==> config.mk <==
export PLATFORM = sky130hd
export DESIGN_NAME = aes_axis_frame_parser_flat
export DESIGN_NICKNAME = d
export VERILOG_FILES = /design/src/rtl/aes_pkg.sv /design/src/rtl/aes_axis_frame_parser_if.sv /design/src/rtl/axis_word_packer.sv /design/src/rtl/aes_axis_frame_parser.sv /design/src/flat_wrapper.sv
export SDC_FILE = /design/constraint.sdc
export NUM_CORES = 1
export LEC_CHECK = 0
export CAP_MARGIN = 20
export CORE_MARGIN = 2
export CORE_UTILIZATION = 45
export DETAILED_ROUTE_END_ITERATION = 16
export HOLD_SLACK_MARGIN = 0.03
export PLACE_DENSITY = 0.72
export SYNTH_ARGS = -nofsm -noshare
export SYNTH_HDL_FRONTEND = slang
export SYNTH_HIERARCHICAL = 1
export SYNTH_SLANG_ARGS = --single-unit
==> constraint.sdc <==
create_clock -name clock -period 3.2 [get_ports clock]
set_input_delay 0.32 -clock clock [delete_from_list [all_inputs] [get_ports clock]]
set_output_delay 0.32 -clock clock [all_outputs]
set_load 0.02 [all_outputs]
==> src/rtl/aes_pkg.sv <==
// rtl/aes_pkg.sv - shared widths, command encodings and byte-swap helper for the AES stream front end
package aes_pkg;

    localparam int WORD_S = 32;
    localparam int BLK_S  = 128;
    localparam int KEY_S  = 128;

    localparam logic [WORD_S-1:0] CMD_WORD_SET_KEY = 32'h0000_0020;
    localparam logic [WORD_S-1:0] CMD_WORD_ENCRYPT = 32'h0000_0040;
    localparam logic [WORD_S-1:0] CMD_WORD_DECRYPT = 32'h0000_0080;

    typedef enum logic [1:0] {
        CMD_SET_KEY = 2'd0,
        CMD_ENCRYPT = 2'd1,
        CMD_DECRYPT = 2'd2
    } cmd_t;

    typedef enum logic [1:0] {
        S_CMD     = 2'd0,
        S_COLLECT = 2'd1,
        S_DRAIN   = 2'd2
    } state_t;

    // Kernel words arrive little-endian; the core expects big-endian bytes.
    function automatic logic [WORD_S-1:0] swap_bytes32(input logic [WORD_S-1:0] w);
        return {w[7:0], w[15:8], w[23:16], w[31:24]};
    endfunction

endpackage

==> src/rtl/aes_axis_frame_parser_if.sv <==
// rtl/aes_axis_frame_parser_if.sv - word stream in and block hand-off out of the frame parser
interface aes_axis_frame_parser_if;
    import aes_pkg::*;

    logic [WORD_S-1:0] s_axis_tdata;
    logic              s_axis_tvalid;
    logic              s_axis_tready;
    logic              s_axis_tlast;
    logic [0:BLK_S-1]  blk_data;
    cmd_t              blk_cmd;
    logic              blk_last;
    logic              blk_valid;
    logic              blk_ready;

    modport slave (
        input  s_axis_tdata, s_axis_tvalid, s_axis_tlast, blk_ready,
        output s_axis_tready, blk_data, blk_cmd, blk_last, blk_valid
    );

    modport master (
        output s_axis_tdata, s_axis_tvalid, s_axis_tlast, blk_ready,
        input  s_axis_tready, blk_data, blk_cmd, blk_last, blk_valid
    );

endinterface

==> src/rtl/axis_word_packer.sv <==
// rtl/axis_word_packer.sv - byte-swaps kernel words and packs them into a 128-bit collect register
module axis_word_packer
    import aes_pkg::*;
(
    input  logic              clk_i,
    input  logic              rst_i,
    input  logic              load_i,
    input  logic              clear_i,
    input  logic [WORD_S-1:0] word_i,
    output logic [1:0]        word_cnt_o,
    output logic              full_o,
    output logic [0:BLK_S-1]  block_o
);

    logic [0:BLK_S-1] collect_q, collect_d;
    logic [1:0]       cnt_q, cnt_d;

    // block_o already contains the incoming word so the 4th word can go straight to the output register.
    always_comb begin
        block_o = collect_q;
        block_o[cnt_q*WORD_S +: WORD_S] = swap_bytes32(word_i);
    end

    always_comb begin
        collect_d = collect_q;
        cnt_d     = cnt_q;
        if (load_i) begin
            collect_d = block_o;
            cnt_d     = cnt_q + 2'd1;
        end
        if (clear_i) begin
            cnt_d = 2'd0;
        end
    end

    always_ff @(posedge clk_i) begin
        if (rst_i) begin
            collect_q <= '0;
            cnt_q     <= 2'd0;
        end else begin
            collect_q <= collect_d;
            cnt_q     <= cnt_d;
        end
    end

    assign word_cnt_o = cnt_q;
    assign full_o     = (cnt_q == 2'd3);

endmodule

==> src/rtl/aes_axis_frame_parser.sv <==
// rtl/aes_axis_frame_parser.sv - decodes command frames and hands 128-bit key/data blocks to the AES core
module aes_axis_frame_parser
    import aes_pkg::*;
(
    input  logic                    clock,
    input  logic                    reset,
    aes_axis_frame_parser_if.slave  bus,
    output logic                    frame_err
);

    state_t           state_q, state_d;
    cmd_t             cmd_q, cmd_d;
    cmd_t             cmd_dec;
    logic             cmd_ok;
    logic             tready, word_xfer, tlast;
    logic             pk_load, pk_clear, pk_full, out_load, err_d;
    logic [1:0]       word_cnt;
    logic [0:BLK_S-1] pk_block;
    logic [0:BLK_S-1] blk_data_q;
    cmd_t             blk_cmd_q;
    logic             blk_last_q, blk_valid_q, frame_err_q;

    // Only the block-completing word ever stalls, and only while the output register is still occupied.
    assign tready    = !reset && !(state_q == S_COLLECT && pk_full && blk_valid_q && !bus.blk_ready);
    assign word_xfer = bus.s_axis_tvalid && tready;
    assign tlast     = bus.s_axis_tlast;

    always_comb begin
        cmd_ok  = 1'b1;
        cmd_dec = CMD_SET_KEY;
        case (bus.s_axis_tdata)
            CMD_WORD_SET_KEY: cmd_dec = CMD_SET_KEY;
            CMD_WORD_ENCRYPT: cmd_dec = CMD_ENCRYPT;
            CMD_WORD_DECRYPT: cmd_dec = CMD_DECRYPT;
            default:          cmd_ok  = 1'b0;
        endcase
    end

    axis_word_packer u_packer (
        .clk_i      (clock),
        .rst_i      (reset),
        .load_i     (pk_load),
        .clear_i    (pk_clear),
        .word_i     (bus.s_axis_tdata),
        .word_cnt_o (word_cnt),
        .full_o     (pk_full),
        .block_o    (pk_block)
    );

    always_ff @(posedge clock) begin
        if (reset) begin
            state_q <= S_CMD;
            cmd_q   <= CMD_SET_KEY;
        end else begin
            state_q <= state_d;
            cmd_q   <= cmd_d;
        end
    end

    always_comb begin
        state_d = state_q;
        case (state_q)
            S_CMD: begin
                if (word_xfer && !tlast) state_d = cmd_ok ? S_COLLECT : S_DRAIN;
            end
            S_COLLECT: begin
                if (word_xfer) begin
                    if (tlast)                                 state_d = S_CMD;
                    else if (pk_full && cmd_q == CMD_SET_KEY)  state_d = S_DRAIN;
                end
            end
            S_DRAIN: begin
                if (word_xfer && tlast) state_d = S_CMD;
            end
            default: state_d = S_CMD;
        endcase
    end

    always_comb begin
        cmd_d    = cmd_q;
        pk_load  = 1'b0;
        pk_clear = 1'b0;
        out_load = 1'b0;
        err_d    = 1'b0;
        case (state_q)
            S_CMD: begin
                if (word_xfer) begin
                    cmd_d = cmd_dec;
                    err_d = !cmd_ok || tlast;
                end
            end
            S_COLLECT: begin
                if (word_xfer) begin
                    pk_load = 1'b1;
                    if (pk_full) begin
                        out_load = 1'b1;
                        err_d    = !tlast && (cmd_q == CMD_SET_KEY);
                    end else if (tlast) begin
                        pk_clear = 1'b1;
                        err_d    = 1'b1;
                    end
                end
            end
            default: ;
        endcase
    end

    always_ff @(posedge clock) begin
        if (reset) begin
            blk_data_q  <= '0;
            blk_cmd_q   <= CMD_SET_KEY;
            blk_last_q  <= 1'b0;
            blk_valid_q <= 1'b0;
            frame_err_q <= 1'b0;
        end else begin
            frame_err_q <= err_d;
            if (out_load) begin
                blk_data_q  <= pk_block;
                blk_cmd_q   <= cmd_q;
                blk_last_q  <= tlast;
                blk_valid_q <= 1'b1;
            end else if (blk_valid_q && bus.blk_ready) begin
                blk_valid_q <= 1'b0;
            end
        end
    end

    assign bus.s_axis_tready = tready;
    assign bus.blk_data      = blk_data_q;
    assign bus.blk_cmd       = blk_cmd_q;
    assign bus.blk_last      = blk_last_q;
    assign bus.blk_valid     = blk_valid_q;
    assign frame_err         = frame_err_q;

    logic unused_ok;
    assign unused_ok = &{1'b0, word_cnt, KEY_S[0]};

endmodule
==> src/flat_wrapper.sv <==
// flat-port wrapper written by rule: the top's interface ports become plain ports
module aes_axis_frame_parser_flat import aes_pkg::*;
  (clock, reset, frame_err, bus_s_axis_tdata, bus_s_axis_tvalid, bus_s_axis_tlast, bus_blk_ready, bus_s_axis_tready, bus_blk_data, bus_blk_cmd, bus_blk_last, bus_blk_valid);
  aes_axis_frame_parser_if bus_i ();
  input  logic clock;
  input  logic reset;
  output logic frame_err;
  input wire logic [$bits(bus_i.s_axis_tdata)-1:0] bus_s_axis_tdata;
  input wire logic [$bits(bus_i.s_axis_tvalid)-1:0] bus_s_axis_tvalid;
  input wire logic [$bits(bus_i.s_axis_tlast)-1:0] bus_s_axis_tlast;
  input wire logic [$bits(bus_i.blk_ready)-1:0] bus_blk_ready;
  output wire logic [$bits(bus_i.s_axis_tready)-1:0] bus_s_axis_tready;
  output wire logic [$bits(bus_i.blk_data)-1:0] bus_blk_data;
  output wire logic [$bits(bus_i.blk_cmd)-1:0] bus_blk_cmd;
  output wire logic [$bits(bus_i.blk_last)-1:0] bus_blk_last;
  output wire logic [$bits(bus_i.blk_valid)-1:0] bus_blk_valid;
  assign bus_i.s_axis_tdata = bus_s_axis_tdata;
  assign bus_i.s_axis_tvalid = bus_s_axis_tvalid;
  assign bus_i.s_axis_tlast = bus_s_axis_tlast;
  assign bus_i.blk_ready = bus_blk_ready;
  assign bus_s_axis_tready = bus_i.s_axis_tready;
  assign bus_blk_data = bus_i.blk_data;
  assign bus_blk_cmd = bus_i.blk_cmd;
  assign bus_blk_last = bus_i.blk_last;
  assign bus_blk_valid = bus_i.blk_valid;
  aes_axis_frame_parser u_core (.clock(clock), .reset(reset), .bus(bus_i), .frame_err(frame_err));
endmodule
==> impl_metrics.tcl, run 1 <==
set metrics [dict create \
    ant_nets 0 \
    grt_pass1_vias 8686 \
    drcViolationCount 0 \
    syn_area_um2 10700 \
    slowest_delay_ps 750 \
    post_cts_buffers 0 \
    grt_max_degree 176 \
    fin_crit_ps 2800 \
    fin_tns_setup_ps 0 \
    rr_startpoint "u_core/u_packer/word_cnt_o[0]$_SDFFE_PP0P_" \
    synth-seq-area-share 0.501 \
    synthArstFlopShare 0 \
    yosys-top-cells-count "dfxtp_1, nand2_1, a22o_1" \
    place_area_um2 12500 \
    syn-num-nets 1177 \
    drtIter0Drc 708 \
    cp_data_arrival_time_ps 3250 \
    period_share 0.874 \
    fp.coreArea_um2 23400 \
    crit_chain "ha_1 -> nand3b_4 -> o21ai_0 -> nor2_1 -> buf_4 -> a21oi_4 -> a22o_1" \
    min_from "reset" \
    vias 9105 \
    synth-main-ff-cell "dfxtp_1" \
    worst_pin_slew_ps 941 \
    area_growth_pct 25.0 \
    avgSynthCellArea_um2 9.39 \
    final_nets 1304 \
    cp_slowest_cell "a21oi_4" \
    numCtsBuffers 26 \
    antenna_found_initial 0 \
    wirelength_um 30900 \
    layout.cells.non_filler 1598 \
    fin_worst_skew_ps 18.6 \
    crit_path_start "u_core/u_packer/word_cnt_o[0]$_SDFFE_PP0P_" \
    rr_worst_depth 7 \
    r2r_setup_slack_ps 400 \
    htree_levels 1 \
    synth-edff-count 0 \
    min_to "u_core/state_q[0]$_SDFFE_PP0P_" \
    path_class "reg2reg" \
    yosysTopAreaCell "dfxtp_1" \
    clkSinkCount 267 \
    power_density_nw_per_um2 493 \
    n_antenna_cell 0 \
    report.final.hold_viol_count 0 \
    rsz0062_at_grt "no" \
    finalPower_w 0.00657 \
    finalInstanceArea_um2 13300 \
    cts_tree "done" \
    dr.pass1.iters 5 \
    leakage_nw 4.82 \
    fmax_ghz 0.357 \
    rows 56 \
    die-area_um2 24900 \
    hold_buffers 0 \
    cts_resized 0 \
    die_w_um 158 \
    maxCapViolations 0 \
    syn-instance-count 1136 \
    holdPathStages 5 \
    gp_congestion 0.829 \
    grt_overflow 0 \
    end_kind "register" \
    placed_cells 1554 \
    die_y_um 158 \
    grt_pass1_wl_um 47700 \
    finalSetupViolCount 0 \
    viasPerCell 5.70 \
    rr_endpoint "u_core/u_packer/collect_q[29]$_SDFFE_PP0P_" \
    clk_latency_ps 530 \
    synth_top_area_frac 0.501 \
    yosys-top-cells-area "dfxtp_1, a22o_1, nand2_1, a21oi_1, buf_6" \
    yosysUniqueCellTypes 39 \
    hold_path.class "in2reg" \
    status "finished, final reports clean" \
    startpoint_type "register" \
    clockBufferDepth 3 \
    place_hpwl_um 20000 \
    crit_path_max_fanout 32 \
    vdd_drop_max_mv 0.322 \
    post_drt_wl_per_cell_um 19.4 \
    timing.slew.headroom 0.371 \
    port_buffers 170 \
    slew_violations 0 \
    ios 171 \
    drive_gt1_frac 0.0688 \
    root_buffer "clkbuf_16" \
    ys_warn_count 6 \
    start_util 0.456 \
    required_ps 3660 \
    synth_seq_cells 267 \
    grt_use_total 0.241 \
    clkTransAtPathRegs_ps 60 \
]
layout make-up:
cell class              count  area [µm²]
fillers                  2115       10100
inverters                   6        22.5
clock inverters             4        45.0
flip-flops and latches    267        5350
repair buffers            206        2040
well taps                 319         399
multi-input cells         756        4690
clock buffers              40         785
placed cells by master (no fill, tap or decap), types with 2 or more instances in the layout:
master | netlist | final
nor2_1 | 7 | 7
nand3b_4 | 1 | 2
inv_1 | 6 | 6
nand4_1 | 2 | 2
ha_1 | 4 | 4
a21oi_4 | 0 | 4
o21ai_0 | 5 | 5
clkdlybuf4s50_1 | 0 | 169
buf_12 | 0 | 5
dfxtp_1 | 267 | 267
or4_1 | 2 | 2
clkinv_2 | 0 | 3
a22o_1 | 256 | 256
clkbuf_16 | 0 | 27
nor2b_1 | 34 | 34
nor3_1 | 5 | 5
and4b_1 | 2 | 2
a21oi_1 | 137 | 135
clkbuf_8 | 0 | 6
nand2b_1 | 7 | 7
xnor2_1 | 2 | 2
and3b_1 | 3 | 2
buf_4 | 3 | 31
nor4_2 | 3 | 3
nor4_1 | 3 | 3
nand2_1 | 267 | 267
clkbuf_1 | 33 | 7
flip-flops by register name, summed over array words and instances (netlist names):
register / count
u_core/frame_err: 1
u_core/cmd_q: 2
u_core/bus.blk_last: 1
u_core/bus.blk_valid: 1
u_core/state_q: 2
u_core/bus.blk_data: 128
u_core/u_packer/word_cnt_o: 2
u_core/u_packer/collect_q: 128
u_core/bus.blk_cmd: 2
worst max-delay path by stage:
stage	to	depth (start not counted)	slack, ps
floorplan	u_core/u_packer/collect_q[33]$_SDFFE_PP0P_	9	1150
global placement	u_core/u_packer/collect_q[29]$_SDFFE_PP0P_	7	500
detailed placement	u_core/u_packer/collect_q[4]$_SDFFE_PP0P_	7	410
CTS	u_core/u_packer/collect_q[29]$_SDFFE_PP0P_	7	430
global route	u_core/u_packer/collect_q[2]$_SDFFE_PP0P_	7	210
finish	u_core/u_packer/collect_q[29]$_SDFFE_PP0P_	7	400
through the flow:
stage | setup WS, ps | hold WS, ps | util
2_1_floorplan | 1150 | 443 | -
3_3_place_gp | 499 | 442 | 0.534
3_5_place_dp | 405 | 446 | 0.534
4_1_cts | 435 | 357 | 0.569
5_1_grt | 211 | 409 | 0.569
6_report | 403 | 376 | 0.569
power by group:
group	internal, W	switching (W)	leakage, nW
logic	0.0000881	0.000170	2.26
registers	0.00332	0.00000139	2.15
clock network	0.00175	0.00123	0.410
metal layers:
metal / vias up / global-route usage / share of wire
li1: 4307 / - / -
met2: 334 / 0.388 / 0.46
met3: 40 / 0.0441 / 0.072
met1: 4424 / 0.336 / 0.45
met5: - / 0 / 0
met4: 0 / 0.0609 / 0.016
worst max-delay path: cells and delay by family, from the launching register on:
kind	cells	cell delay, ps
DFF	1	620
adders and majority gates	1	300
AOI/OAI and AO/OA	3	1420
and+or+nand+nor	2	180
buffers and inverters	1	190
kinds of logic after synthesis:
group,share of synthesized area
buffers and inverters,0.0652
flip-flops,0.501
AND/OR/NAND/NOR,0.144
adder cells (fa/ha/maj),0.00469
XOR/XNOR,0.00164
multiplexers,0.000939
AO/OA/AOI/OAI,0.283
(Power assumes the default switching activity.)
==> run 2: changes to the inputs <==
--- a/config.mk
+++ b/config.mk
@@ -7,10 +7,10 @@
 export LEC_CHECK = 0
 export CAP_MARGIN = 20
 export CORE_MARGIN = 2
-export CORE_UTILIZATION = 45
+export CORE_UTILIZATION = 50
 export DETAILED_ROUTE_END_ITERATION = 16
 export HOLD_SLACK_MARGIN = 0.03
-export PLACE_DENSITY = 0.72
+export PLACE_DENSITY = 0.78
 export SYNTH_ARGS = -nofsm -noshare
 export SYNTH_HDL_FRONTEND = slang
 export SYNTH_HIERARCHICAL = 1
==> run 2 against run 1 <==
Hold slack got worse by 27 ps. Clock power rose by 5%. Combinational power fell by 4%. Core utilization rose by 6.3 points. Maximum frequency fell by 6.5%. Clock skew fell by 4.6 ps. Sequential share of layout area rose by 0.20 points. Power rose by 2.4%. Final cell count fell by 3.2%. Global-route usage rose by 1.7 points. Sequential power barely moved. Sequential cell count did not move. Largest cell class unchanged.
==> impl_metrics.tcl, run 2 (same netlist as run 1, synthesis figures left out) <==
set metrics [dict create \
    path_class "reg2reg" \
    rows 53 \
    cp_data_arrival_time_ps 3460 \
    drive_gt1_frac 0.0645 \
    port_buffers 170 \
    dr.pass1.iters 5 \
    slowest_delay_ps 900 \
    leakage_nw 4.80 \
    place_hpwl_um 19000 \
    layout_common_cells "nand2_1, dfxtp_1, a22o_1" \
    routed.top_layer "met5" \
    wl_met1_um 12800 \
    cp_slowest_cell "a21oi_4" \
    worst_pin_slew_ps 1150 \
    clk_latency_ps 530 \
    ant_nets 0 \
    die_w_um 150 \
    crit_path_max_fanout 32 \
    htree_levels 1 \
    viasPerCell 5.94 \
    fin_worst_skew_ps 14.0 \
    route.met2.wl_um 14000 \
    grt_pass1_vias 8785 \
    fin_tns_setup_ps 0 \
    path_buf_inv 1 \
    die_y_um 150 \
    power_density_nw_per_um2 507 \
    fp.coreArea_um2 21000 \
    ios 171 \
    root_buffer "clkbuf_16" \
    post_drt_wl_per_cell_um 19.6 \
    area_growth_pct 24.3 \
    fin_crit_ps 2990 \
    vias 9190 \
    critical-path-top-delay-family "compound AO/OA/AOI/OAI gates" \
    finalSetupViolCount 0 \
    clkSinkCount 267 \
    maxCapViolations 0 \
    drcViolationCount 0 \
    start_util 0.509 \
    period_share 0.935 \
    crit_chain "ha_1 -> nand3b_4 -> o21ai_1 -> nor2_1 -> buf_4 -> a21oi_4 -> a22o_1" \
    final_nets 1295 \
    slew_violations 0 \
    grt_max_degree 176 \
    die-area_um2 22500 \
    vdd_drop_max_mv 0.350 \
    timing.slew.headroom 0.233 \
    end_kind "register" \
    drtIter0Drc 803 \
    fmax_ghz 0.334 \
    grt_use_total 0.259 \
    required_ps 3670 \
    gp_congestion 0.843 \
    grt_pass1_wl_um 46700 \
    hold_path.class "in2reg" \
    startpoint_type "register" \
    status "finished, final reports clean" \
    cts_tree "done" \
    utilization 0.633 \
    grt_overflow 0 \
    report.final.hold_viol_count 0 \
    wl_met3_um 2420 \
    rsz0062_at_grt "no" \
    clkTransAtPathRegs_ps 70 \
    n_antenna_cell 0 \
    clockBufferDepth 3 \
    antenna_found_initial 1 \
    wirelength_um 30300 \
    numCtsBuffers 27 \
]
run 2: cell count changes in the layout (fill, tap and decap cells not counted):
cell	change
clkbuf_8	+2
buf_4	-10
o21ai_1	+1
o21ai_0	-1
bufinv_16	+1
clkbuf_1	-1
clkinv_4	+1
run 2: area by class of cell:
| cell class | count | area (µm²) |
|---|---|---|
| Sequential cell | 267 | 5350 |
| Tap cell | 275 | 344 |
| Inverter | 6 | 22.5 |
| Timing Repair Buffer | 196 | 1960 |
| Multi-Input combinational cell | 756 | 4690 |
| Clock buffer | 41 | 808 |
| Clock inverter | 6 | 83.8 |
| Fill cell | 1765 | 7700 |
run 2: worst register-to-register path: stages, from the launching register on:
cell      delay, ps
dfxtp_1         630
ha_1            450
nand3b_4        130
o21ai_1         290
nor2_1           70
buf_4           200
a21oi_4         910
a22o_1          260
run 2: metrics by stage:
step / worst slack (ps) / cell area, µm² / power [W] / hold slack, ps / cells
final: 209 / 13300 / 0.00673 / 349 / 1547
after global routing: 62.3 / 13300 / 0.00690 / 378 / 1547
after CTS: 145 / 13300 / 0.00675 / 329 / 1547
after detailed placement: 161 / 12400 / 0.00364 / 446 / 1500
after global placement: 351 / 12400 / 0.00364 / 442 / 1500
after floorplan: 1150 / 10700 / 0.00352 / 443 / 1136
run 2: timing repair:
| item | 4_1_cts | 5_1_grt |
|---|---|---|
| resized for setup | 0 | 1 |
| hold buffers | 0 | 0 |
| setup endpoints to repair | 0 | 128 |
| setup buffers | 0 | 0 |
run 2: path summary, 6_finish.rpt:
| path | start | to | slack [ps] | cells after the start |
|---|---|---|---|---|
| max | u_core/u_packer/word_cnt_o[0]$_SDFFE_PP0P_ | u_core/u_packer/collect_q[97]$_SDFFE_PP0P_ | 210 | 7 |
| min | reset | u_core/state_q[0]$_SDFFE_PP0P_ | 350 | 5 |
| max reg2reg | u_core/u_packer/word_cnt_o[0]$_SDFFE_PP0P_ | u_core/u_packer/collect_q[97]$_SDFFE_PP0P_ | 210 | 7 |
| min reg2reg | u_core/bus.blk_data[52]$_SDFFE_PP0P_ | u_core/bus.blk_data[52]$_SDFFE_PP0P_ | 450 | 2 |
run 2: per-layer routing:
metal	global-route usage	up-vias
met2	0.415	398
met1	0.350	4421
met5	0	-
met3	0.0470	71
li1	-	4298
met4	0.0920	2
run 2: report_power, final:
part	internal [W]	leakage (nW)	switching, W
Combinational	0.0000833	2.21	0.000164
Clock	0.00189	0.441	0.00126
Sequential	0.00332	2.15	0.00000149
Total	0.00530	4.80	0.00143
